File: config.mk
export PLATFORM = sky130hd
export DESIGN_NAME = snake_head_ctrl_flat
export DESIGN_NICKNAME = d
export VERILOG_FILES = /design/src/rtl/snake_pkg.sv /design/src/rtl/snake_head_ctrl_if.sv /design/src/rtl/step_timer.sv /design/src/rtl/snake_head_ctrl.sv /design/src/flat_wrapper.sv
export SDC_FILE = /design/constraint.sdc
export NUM_CORES = 1
export LEC_CHECK = 0
export ABC_AREA = 1
export CORE_MARGIN = 2
export CORE_UTILIZATION = 58
export CTS_CLUSTER_SIZE = 14
export DETAILED_ROUTE_END_ITERATION = 12
export PLACE_DENSITY = 0.83
export SYNTH_ARGS = -nofsm -noshare
export SYNTH_HDL_FRONTEND = slang
export SYNTH_HIERARCHICAL = 1
export SYNTH_SLANG_ARGS = --single-unit
File: constraint.sdc
create_clock -name clk -period 3.7 [get_ports clk]
set_input_delay 0.74 -clock clk [delete_from_list [all_inputs] [get_ports clk]]
set_output_delay 0.74 -clock clk [all_outputs]
set_load 0.05 [all_outputs]
File: src/rtl/snake_pkg.sv
// Shared types and playfield geometry for the snake game blocks.
// Also used by the apple placer and the drawing logic.
package snake_pkg;

  typedef enum logic [1:0] {UP, DOWN, LEFT, RIGHT} dir_t;
  typedef enum logic [1:0] {IDLE, RUN, DEAD} state_t;

  localparam logic [31:0] CELL     = 32'd32;
  localparam logic [31:0] SCREEN_W = 32'd640;
  localparam logic [31:0] SCREEN_H = 32'd480;

  function automatic dir_t reverse_dir(input dir_t d);
    case (d)
      UP:      return DOWN;
      DOWN:    return UP;
      LEFT:    return RIGHT;
      default: return LEFT;
    endcase
  endfunction

endpackage

File: src/rtl/snake_head_ctrl_if.sv
// Control-side bundle of the snake head: button requests and apple position in,
// head position and game status out.
interface snake_head_ctrl_if;
  import snake_pkg::*;

  logic        start;
  logic        dir_up;
  logic        dir_down;
  logic        dir_left;
  logic        dir_right;
  logic [31:0] apple_x;
  logic [31:0] apple_y;
  logic [31:0] head_x;
  logic [31:0] head_y;
  logic        collision;
  logic        game_over;
  logic [7:0]  length;

  modport master (
    output start, dir_up, dir_down, dir_left, dir_right, apple_x, apple_y,
    input  head_x, head_y, collision, game_over, length
  );

  modport slave (
    input  start, dir_up, dir_down, dir_left, dir_right, apple_x, apple_y,
    output head_x, head_y, collision, game_over, length
  );

endinterface

File: src/rtl/step_timer.sv
// Free-running step interval counter: counts 0..STEP_CYCLES-1 while enabled,
// pulses step on the last count, and sits at 0 when disabled or cleared.
module step_timer #(
  parameter int unsigned STEP_CYCLES = 2500000
) (
  input  logic clk,
  input  logic resetN,
  input  logic enable,
  input  logic clear,
  output logic step
);

  localparam int unsigned W = (STEP_CYCLES > 1) ? $clog2(STEP_CYCLES) : 1;
  localparam logic [W-1:0] LAST = W'(STEP_CYCLES - 1);

  logic [W-1:0] count;

  always_ff @(posedge clk or negedge resetN) begin
    if (!resetN)
      count <= '0;
    else if (clear || !enable || count == LAST)
      count <= '0;
    else
      count <= count + W'(1);
  end

  assign step = enable && !clear && (count == LAST);

endmodule

File: src/rtl/snake_head_ctrl.sv
// Snake head controller: steps the head across the playfield under button
// control, flags apple overlap, tracks length and wall-hit game over.
//
// state | meaning
// IDLE  | after reset, head parked at start position, waiting for start
// RUN   | play: direction latch, periodic steps, apple collision
// DEAD  | wall hit, head frozen, game_over high, waiting for start
module snake_head_ctrl
  import snake_pkg::*;
#(
  parameter int unsigned STEP_CYCLES = 2500000,
  parameter logic [31:0] START_X     = 32'd320,
  parameter logic [31:0] START_Y     = 32'd224,
  parameter int unsigned MAX_LEN     = 32
) (
  input  logic              clk,
  input  logic              resetN,
  snake_head_ctrl_if.slave  bus
);

  state_t      state, state_n;
  dir_t        cur_dir, cur_dir_n, pend_dir, pend_dir_n, req_dir;
  logic [31:0] head_x, head_x_n, head_y, head_y_n, mv_x, mv_y;
  logic        collision, collision_n, overlap, req_valid, wall_hit;
  logic        step, timer_clr;
  logic [7:0]  length, length_n;

  step_timer #(.STEP_CYCLES(STEP_CYCLES)) u_step_timer (
    .clk    (clk),
    .resetN (resetN),
    .enable (state == RUN),
    .clear  (timer_clr),
    .step   (step)
  );

  assign req_valid = bus.dir_up | bus.dir_down | bus.dir_left | bus.dir_right;
  assign req_dir   = bus.dir_up ? UP : bus.dir_down ? DOWN : bus.dir_left ? LEFT : RIGHT;

  assign overlap = (head_x + CELL > bus.apple_x) && (bus.apple_x + CELL > head_x) &&
                   (head_y + CELL > bus.apple_y) && (bus.apple_y + CELL > head_y);

  // Left/up walls are tested before subtracting so a move off 0 never wraps.
  always_comb begin
    mv_x     = head_x;
    mv_y     = head_y;
    wall_hit = 1'b0;
    case (pend_dir)
      UP:      begin wall_hit = (head_y < CELL); mv_y = head_y - CELL; end
      DOWN:    begin mv_y = head_y + CELL; wall_hit = (mv_y > SCREEN_H - CELL); end
      LEFT:    begin wall_hit = (head_x < CELL); mv_x = head_x - CELL; end
      default: begin mv_x = head_x + CELL; wall_hit = (mv_x > SCREEN_W - CELL); end
    endcase
  end

  always_comb begin
    state_n     = state;
    head_x_n    = head_x;
    head_y_n    = head_y;
    cur_dir_n   = cur_dir;
    pend_dir_n  = pend_dir;
    length_n    = length;
    collision_n = 1'b0;
    timer_clr   = 1'b0;
    case (state)
      IDLE, DEAD: begin
        if (bus.start) begin
          state_n    = RUN;
          head_x_n   = START_X;
          head_y_n   = START_Y;
          length_n   = 8'd1;
          cur_dir_n  = RIGHT;
          pend_dir_n = RIGHT;
          timer_clr  = 1'b1;
        end
      end
      RUN: begin
        if (req_valid && req_dir != reverse_dir(cur_dir))
          pend_dir_n = req_dir;
        if (step) begin
          cur_dir_n = pend_dir;
          if (wall_hit) begin
            state_n = DEAD;
          end else begin
            head_x_n = mv_x;
            head_y_n = mv_y;
          end
        end
        // Gating on the next state keeps collision low throughout DEAD.
        collision_n = overlap && (state_n == RUN);
        if (collision_n && !collision && length < 8'(MAX_LEN))
          length_n = length + 8'd1;
      end
      default: state_n = IDLE;
    endcase
  end

  always_ff @(posedge clk or negedge resetN) begin
    if (!resetN) begin
      state     <= IDLE;
      head_x    <= START_X;
      head_y    <= START_Y;
      cur_dir   <= RIGHT;
      pend_dir  <= RIGHT;
      collision <= 1'b0;
      length    <= 8'd1;
    end else begin
      state     <= state_n;
      head_x    <= head_x_n;
      head_y    <= head_y_n;
      cur_dir   <= cur_dir_n;
      pend_dir  <= pend_dir_n;
      collision <= collision_n;
      length    <= length_n;
    end
  end

  assign bus.head_x    = head_x;
  assign bus.head_y    = head_y;
  assign bus.collision = collision;
  assign bus.game_over = (state == DEAD);
  assign bus.length    = length;

endmodule

File: src/flat_wrapper.sv
// flat-port wrapper written by rule: the top's interface ports become plain ports
module snake_head_ctrl_flat import snake_pkg::*;
#(
  parameter int unsigned STEP_CYCLES = 2500000,
  parameter logic [31:0] START_X     = 32'd320,
  parameter logic [31:0] START_Y     = 32'd224,
  parameter int unsigned MAX_LEN     = 32
)
  (clk, resetN, bus_start, bus_dir_up, bus_dir_down, bus_dir_left, bus_dir_right, bus_apple_x, bus_apple_y, bus_head_x, bus_head_y, bus_collision, bus_game_over, bus_length);
  snake_head_ctrl_if bus_i ();
  input  logic clk;
  input  logic resetN;
  input wire logic [$bits(bus_i.start)-1:0] bus_start;
  input wire logic [$bits(bus_i.dir_up)-1:0] bus_dir_up;
  input wire logic [$bits(bus_i.dir_down)-1:0] bus_dir_down;
  input wire logic [$bits(bus_i.dir_left)-1:0] bus_dir_left;
  input wire logic [$bits(bus_i.dir_right)-1:0] bus_dir_right;
  input wire logic [$bits(bus_i.apple_x)-1:0] bus_apple_x;
  input wire logic [$bits(bus_i.apple_y)-1:0] bus_apple_y;
  output wire logic [$bits(bus_i.head_x)-1:0] bus_head_x;
  output wire logic [$bits(bus_i.head_y)-1:0] bus_head_y;
  output wire logic [$bits(bus_i.collision)-1:0] bus_collision;
  output wire logic [$bits(bus_i.game_over)-1:0] bus_game_over;
  output wire logic [$bits(bus_i.length)-1:0] bus_length;
  assign bus_i.start = bus_start;
  assign bus_i.dir_up = bus_dir_up;
  assign bus_i.dir_down = bus_dir_down;
  assign bus_i.dir_left = bus_dir_left;
  assign bus_i.dir_right = bus_dir_right;
  assign bus_i.apple_x = bus_apple_x;
  assign bus_i.apple_y = bus_apple_y;
  assign bus_head_x = bus_i.head_x;
  assign bus_head_y = bus_i.head_y;
  assign bus_collision = bus_i.collision;
  assign bus_game_over = bus_i.game_over;
  assign bus_length = bus_i.length;
  snake_head_ctrl #(.STEP_CYCLES(STEP_CYCLES), .START_X(START_X), .START_Y(START_Y), .MAX_LEN(MAX_LEN)) u_core (.clk(clk), .resetN(resetN), .bus(bus_i));
endmodule
Yosys cells after proc, flatten, opt, wreduce, memory -nomap -nowiden
Index checks and enable logic that the tools add are counted.

operators by class
  reductions and logical operators = 25
  $add $sub $neg = 8
  equal/unequal tests = 16
  bitwise gates (word level) = 3
  multiplexer cells = 33
  order comparisons = 9

operators with widths
  cell                   number
  $pmux 32 s2            4
  $mux 32                6
  $add 32x6->32 const B  4
  $gt 32x32->1           4
  $lt 32x6->1 const B    2
  $sub 32x6->32 const B  2
  $gt 32x10->1 const B   1
  $gt 32x9->1 const B    1
  $add 22x1->22 const B  1
  $eq 22x22->1 const B   1
  $mux 22                1
  $mux 2                 10
  $mux 8                 2
  $pmux 8 s2             1
  $pmux 2 s2             3
  $reduce_and 5->1       2
  $logic_and 1x1->1      9
  $reduce_and 3->1       3
  $add 8x1->8 const B    1
  $eq 2x1->1 const B     4
  $lt 8x6->1 const B     1
  $eq 2x2->1 const B     3
  $logic_not 2->1        3
  $ne 2x1->1 const B     3
  11 further kinds       22

word-level totals
  word-level logic and storage cells = 102
  bits of input ports = 71
  output and inout port bits = 74
  bits in registers = 101

Logic depth before layout (Yosys ltp)
  depth after elaboration = 14
  mapped depth = 28
  gate-level depth less buffers = 28

By module
Netlist, hierarchy kept.

modules (own cells, without submodules)
  module           instances  cells an instance  area each (um^2)  seq. area each (um^2)
  snake_head_ctrl  1          1703               10274.9           1739.2
  step_timer       1          194                1355.0            550.5

Least setup slack after synthesis
Ideal clock, no wire load.

  path kind = input to register
  start = input port bus_apple_y[5]
  end = register u_core.length[3] (netlist: u_core/bus.length[3])
  buffers on the path = 0
  stages = 24
  library setup time = 67 ps
  required time = 3633 ps
  arrival = 4104 ps
  slack = -471 ps
  cell sequence = ha_1 nand2_1 nor2_1 nand2_1 nor3_1 inv_1 nor4_1 nand3_1 nor3_1 nand3_1 xor2_1 ha_1 nand2_1 nor2_1 nand2_1 nor4_1 nand2_1 a21oi_1 nand2_1 nor2_1 nand3_1 nand2_1 nand2_1 nand2_1

on the way
  longest elaborated chain between the ends = 8
  elaborated cells between the ends (all ways) = 10
  those cells by class = add/sub (1); order compare (2); eq/ne (1); reduce/logical (6)

RTL lines
  element                                            line                                          source
  from (decl)                                        flat_wrapper.sv:19                            input wire logic [$bits(bus_i.apple_y)-1:0] bus_apple_y;
  $add 32x6->32 or $gt 32x32->1 (tied branches)      snake_head_ctrl.sv:40                         (head_y + CELL > bus.apple_y) && (bus.apple_y + CELL > head_y);
  $gt 32x32->1 or $logic_and 1x1->1 (tied branches)  snake_head_ctrl.sv:40, snake_head_ctrl.sv:39
  $logic_and 1x1->1 (*)                              snake_head_ctrl.sv:40
  $logic_and 1x1->1 (*)                              snake_head_ctrl.sv:89                         collision_n = overlap && (state_n == RUN);
  $logic_and 1x1->1 (*) (2 in series)                snake_head_ctrl.sv:90                         if (collision_n && !collision && length < 8'(MAX_LEN))
  $ne 2x1->1 (no line) (*)                           -
  $reduce_and 3->1 (no line) (*)                     -
  to (signal assigned)                               snake_head_ctrl.sv:113                        length <= length_n;
  to (decl)                                          snake_head_ctrl.sv:26                         logic [7:0] length, length_n;

Every way passes the cells marked *; elsewhere a longest branch is shown, timed or not.
A chain may end at the register's enable or synchronous reset.

Final worst setup path
  start = input port bus_apple_x[9]
  end = register u_core.length[5] (netlist: u_core/bus.length[5])

on the way
  longest elaborated chain between the ends = 10
  elaborated cells between the ends (all ways) = 11
  those cells by class = add/sub (1); order compare (2); eq/ne (1); reduce/logical (7)

RTL lines
  element                              line                   source
  from (decl)                          flat_wrapper.sv:18     input wire logic [$bits(bus_i.apple_x)-1:0] bus_apple_x;
  $add 32x6->32                        snake_head_ctrl.sv:39  assign overlap = (head_x + CELL > bus.apple_x) && (bus.apple_x + CELL > head_x) &&
  $gt 32x32->1                         snake_head_ctrl.sv:39
  $logic_and 1x1->1 (*) (2 in series)  snake_head_ctrl.sv:39
  $logic_and 1x1->1 (*)                snake_head_ctrl.sv:40
  $logic_and 1x1->1 (*)                snake_head_ctrl.sv:89
  $logic_and 1x1->1 (*) (2 in series)  snake_head_ctrl.sv:90
  $ne 2x1->1 (no line) (*)             -
  $reduce_and 3->1 (no line) (*)       -

Marked as above.

==> out/metrics.csv <==
stage,metric,value,unit
grt,pin count of the biggest net entering global routing,47,
power,LEAKAGE,7.90,nW
layout,"commonest non-fill, non-tap cell in the layout",nand2_1,
synth,Most used DFF post-synth,dfrtp_1,
outcome,status,"complete, but fails checks",
synth,Post-synth EDFFs,0,
critical_path,"Max FO, Critical Path",7,
clock_network,H-tree depth,3,
critical_path,crit path kind,input port to flip-flop,
grt,vias in the first global route,13000,
route,DR WL/cell,16.9,um
placed_design,global placer's final weighted congestion,0.988,
layout,Layout Nets,2368,
timing,Final Cycle Share,1.12,
critical_path,CP arrival,4.42,ns
grt,initial antenna violation count,0,
timing,Slew @ Worst Pin,1.14,ns
floorplanning,num rows,51,
floorplanning,io pins,145,
timing,clock skew,0.0162,ns
critical_path,Critical Path Start Type,input port,
floorplanning,DIE WIDTH,146,um
power,Power Dens Cells,593,nW/um2
floorplanning,Die Area,21200,um2
clock_network,CTS tree,yes,
synth,"area leader, netlist",dfrtp_1,
timing,unrepaired setup endpoints after global routing,true,
route,Routed Antenna Nets,0,
floorplanning,initial core utilization,0.594,
critical_path,crit-path max cell delay,0.24,ns
timing,fin worst setup slack,-0.433,ns
synth,Avg Inst Size Synth,6.13,um2
grt,Overflow after GRT,0,
synth,#FFs+latches synth,91,
floorplanning,die height,146,um
power,VDD IR-drop max,530,uV
clock_network,Clock Latency Late Sink,0.36,ns
timing,Fin. Hold Viols,0,
power,Pwr Total,8.95,mW
synth,synth unique cells,48,
clock_network,clk slew on worst S/H paths,0.08,ns
route,DR iter-0 viols,1535,
floorplanning,core area,19600,um2
hold_path,Worst Hold Class,input port to asynchronous set/reset pin,
critical_path,Required @ worst endpoint,3.99,ns
timing,max-slew violations,0,
layout,ratio of cells with drive above 1 in the final layout,0.166,
critical_path,most frequent CP cell,buf_4,
layout,synthesis-to-finish area growth,29.8,%
grt,gr usage total,0.379,
critical_path,CP endpoint kind,flip-flop,
route,Pre-antenna DRT Iters,6,
timing,Tmin final,4.13,ns
clock_network,Clock Tree Buf Depth,2,
clock_network,TritonCTS Buffers,9,
route,routed via count,13900,
clock_network,clock root buffer,clkbuf_16,
synth,Syn. warnings,6,
placed_design,input/output buffers,134,
placed_design,Detailed Place HPWL,31700,um
synth,Async SR Flop Fraction,1.00,
route,Via density,5.67,
timing,f_max,0.242,GHz
run,Max-cap violations,0,
route,residual DRC count,0,
synth,post-synthesis instance total,1897,
layout,ANT cells,0,
timing,Slew headroom,0.242,
outcome,failing checks,setup timing,
clock_network,clk sinks,91,
synth,Netlist Area Pre-Place,11600,um2
synth,post-synth top area share,0.174,
grt,first-pass GRT wire length,65300,um
synth,"Seq/Total Area, Yosys",0.197,
timing,"Setup violations, final",7,
route,final WL,41500,um
critical_path,crit path max-delay cell type,ha_1,
synth,top post-synthesis cells by area,"dfrtp_1, nand2_1, ha_1, inv_1, nor2_1",
layout,most frequent cells in the layout,"nand2_1, inv_1, nor2_1",
layout,Final Core Density,0.771,
==> registers in the layout, summed over array words and instances (netlist names) <==
| signal | flops |
|---|---|
| u_core/bus.head_x | 27 |
| u_core/bus.head_y | 27 |
| u_core/u_step_timer/count | 22 |
| u_core/bus.length | 8 |
| u_core/cur_dir | 2 |
| u_core/pend_dir | 2 |
| u_core/state | 2 |
| u_core/bus.collision | 1 |
==> synth_stat cells, types with 16 or more instances <==
cell      count
nor4_1       17
dfrtp_1      81
clkbuf_1     19
inv_1       270
o21ai_0      94
nand4_1      46
nor2_1      231
ha_1        114
nand3_1     131
nand2_1     524
nor2_2       16
xor2_1       80
buf_2        21
a21oi_1      80
nor3_1       35
buf_4        16
==> critical path, delay by kind of cell <==
kind,cells,cell delay [ns]
AO/OA/AOI/OAI,2,0.36
AND/OR/NAND/NOR,14,1.34
buffers and inverters,14,1.73
adder cells (fa/ha/maj),1,0.24
==> area by class of cell <==
type / count / area, um2
fill: 1567 / 4490
timing repair buffer: 332 / 2820
inverter: 281 / 1060
clock buffer: 9 / 225
sequential: 91 / 2290
clock inverter: 7 / 76.3
multi-input combinational: 1468 / 8300
tap: 265 / 332
==> kinds of logic (layout without fill, tap and decap cells) <==
| group | Yosys count | count (layout) | synth area share |
|---|---|---|---|
| AOI/OAI and AO/OA | 219 | 219 | 0.104 |
| xor gates and xnor gates | 84 | 84 | 0.0633 |
| adders and majority gates | 114 | 114 | 0.123 |
| buffers and inverters | 347 | 629 | 0.125 |
| DFF | 91 | 91 | 0.197 |
| other | 1 | 10 | 0.000322 |
| and+or+nand+nor | 1041 | 1041 | 0.388 |
==> where the power goes <==
part / leakage [nW] / internal (mW) / switching, mW
combinational: 6.56 / 2.11 / 4.15
sequential: 1.19 / 1.30 / 0.440
clock: 0.149 / 0.481 / 0.460
total: 7.90 / 3.90 / 5.05
==> through the flow <==
step | cell area [um2] | hold WS [ns] | setup slack [ns] | cells | setup TNS (ns)
3_3_place_gp | 14100 | 0.501 | -0.967 | 2385 | -6.40
4_1_cts | 14800 | 0.405 | -0.344 | 2443 | -2.03
5_1_grt | 15100 | 0.419 | -0.586 | 2453 | -3.70
3_5_place_dp | 14100 | 0.508 | -1.12 | 2385 | -7.45
6_report | 15100 | 0.392 | -0.433 | 2453 | -2.66
2_1_floorplan | 11700 | 0.444 | -0.110 | 1906 | -0.658
==> timing repair <==
| item | 4_1_cts | 5_1_grt |
|---|---|---|
| hold buffers | 0 | 0 |
| gates resized for setup | 86 | 54 |
| pin swaps | 35 | 42 |
| buffers inserted | 42 | 11 |
| setup endpoints to repair | 7 | 7 |
==> final timing paths <==
| path | startpoint | endpoint | slack [ns] | cells past startpoint |
|---|---|---|---|---|
| worst max-delay path | bus_apple_x[9] | u_core/bus.length[5]$_DFFE_PN0P_ | -0.43 | 31 |
| worst min-delay path | resetN | u_core/u_step_timer/count[13]$_DFF_PN0_ | 0.39 | 1 |
| worst max register to register | u_core/bus.head_x[6]$_DFFE_PN1P_ | u_core/bus.length[5]$_DFFE_PN0P_ | -0.08 | 23 |
| worst min register to register | u_core/bus.length[7]$_DFFE_PN0P_ | u_core/bus.length[7]$_DFFE_PN0P_ | 0.52 | 2 |
| max in group asynchronous | resetN | u_core/bus.head_x[8]$_DFFE_PN1P_ | 2.47 | 2 |
| min in group clk | u_core/bus.length[7]$_DFFE_PN0P_ | u_core/bus.length[7]$_DFFE_PN0P_ | 0.52 | 2 |
==> layer usage <==
metal | part of all wire | GRT usage | vias to the layer above | wire (um)
li1 | - | - | 6656 | -
met1 | 0.41 | 0.516 | 6326 | 17100
met2 | 0.45 | 0.606 | 794 | 18900
met3 | 0.095 | 0.0621 | 140 | 3950
met4 | 0.038 | 0.142 | 0 | 1590
met5 | 0 | 0 | - | 0
Power figures use the tool's default switching activity.
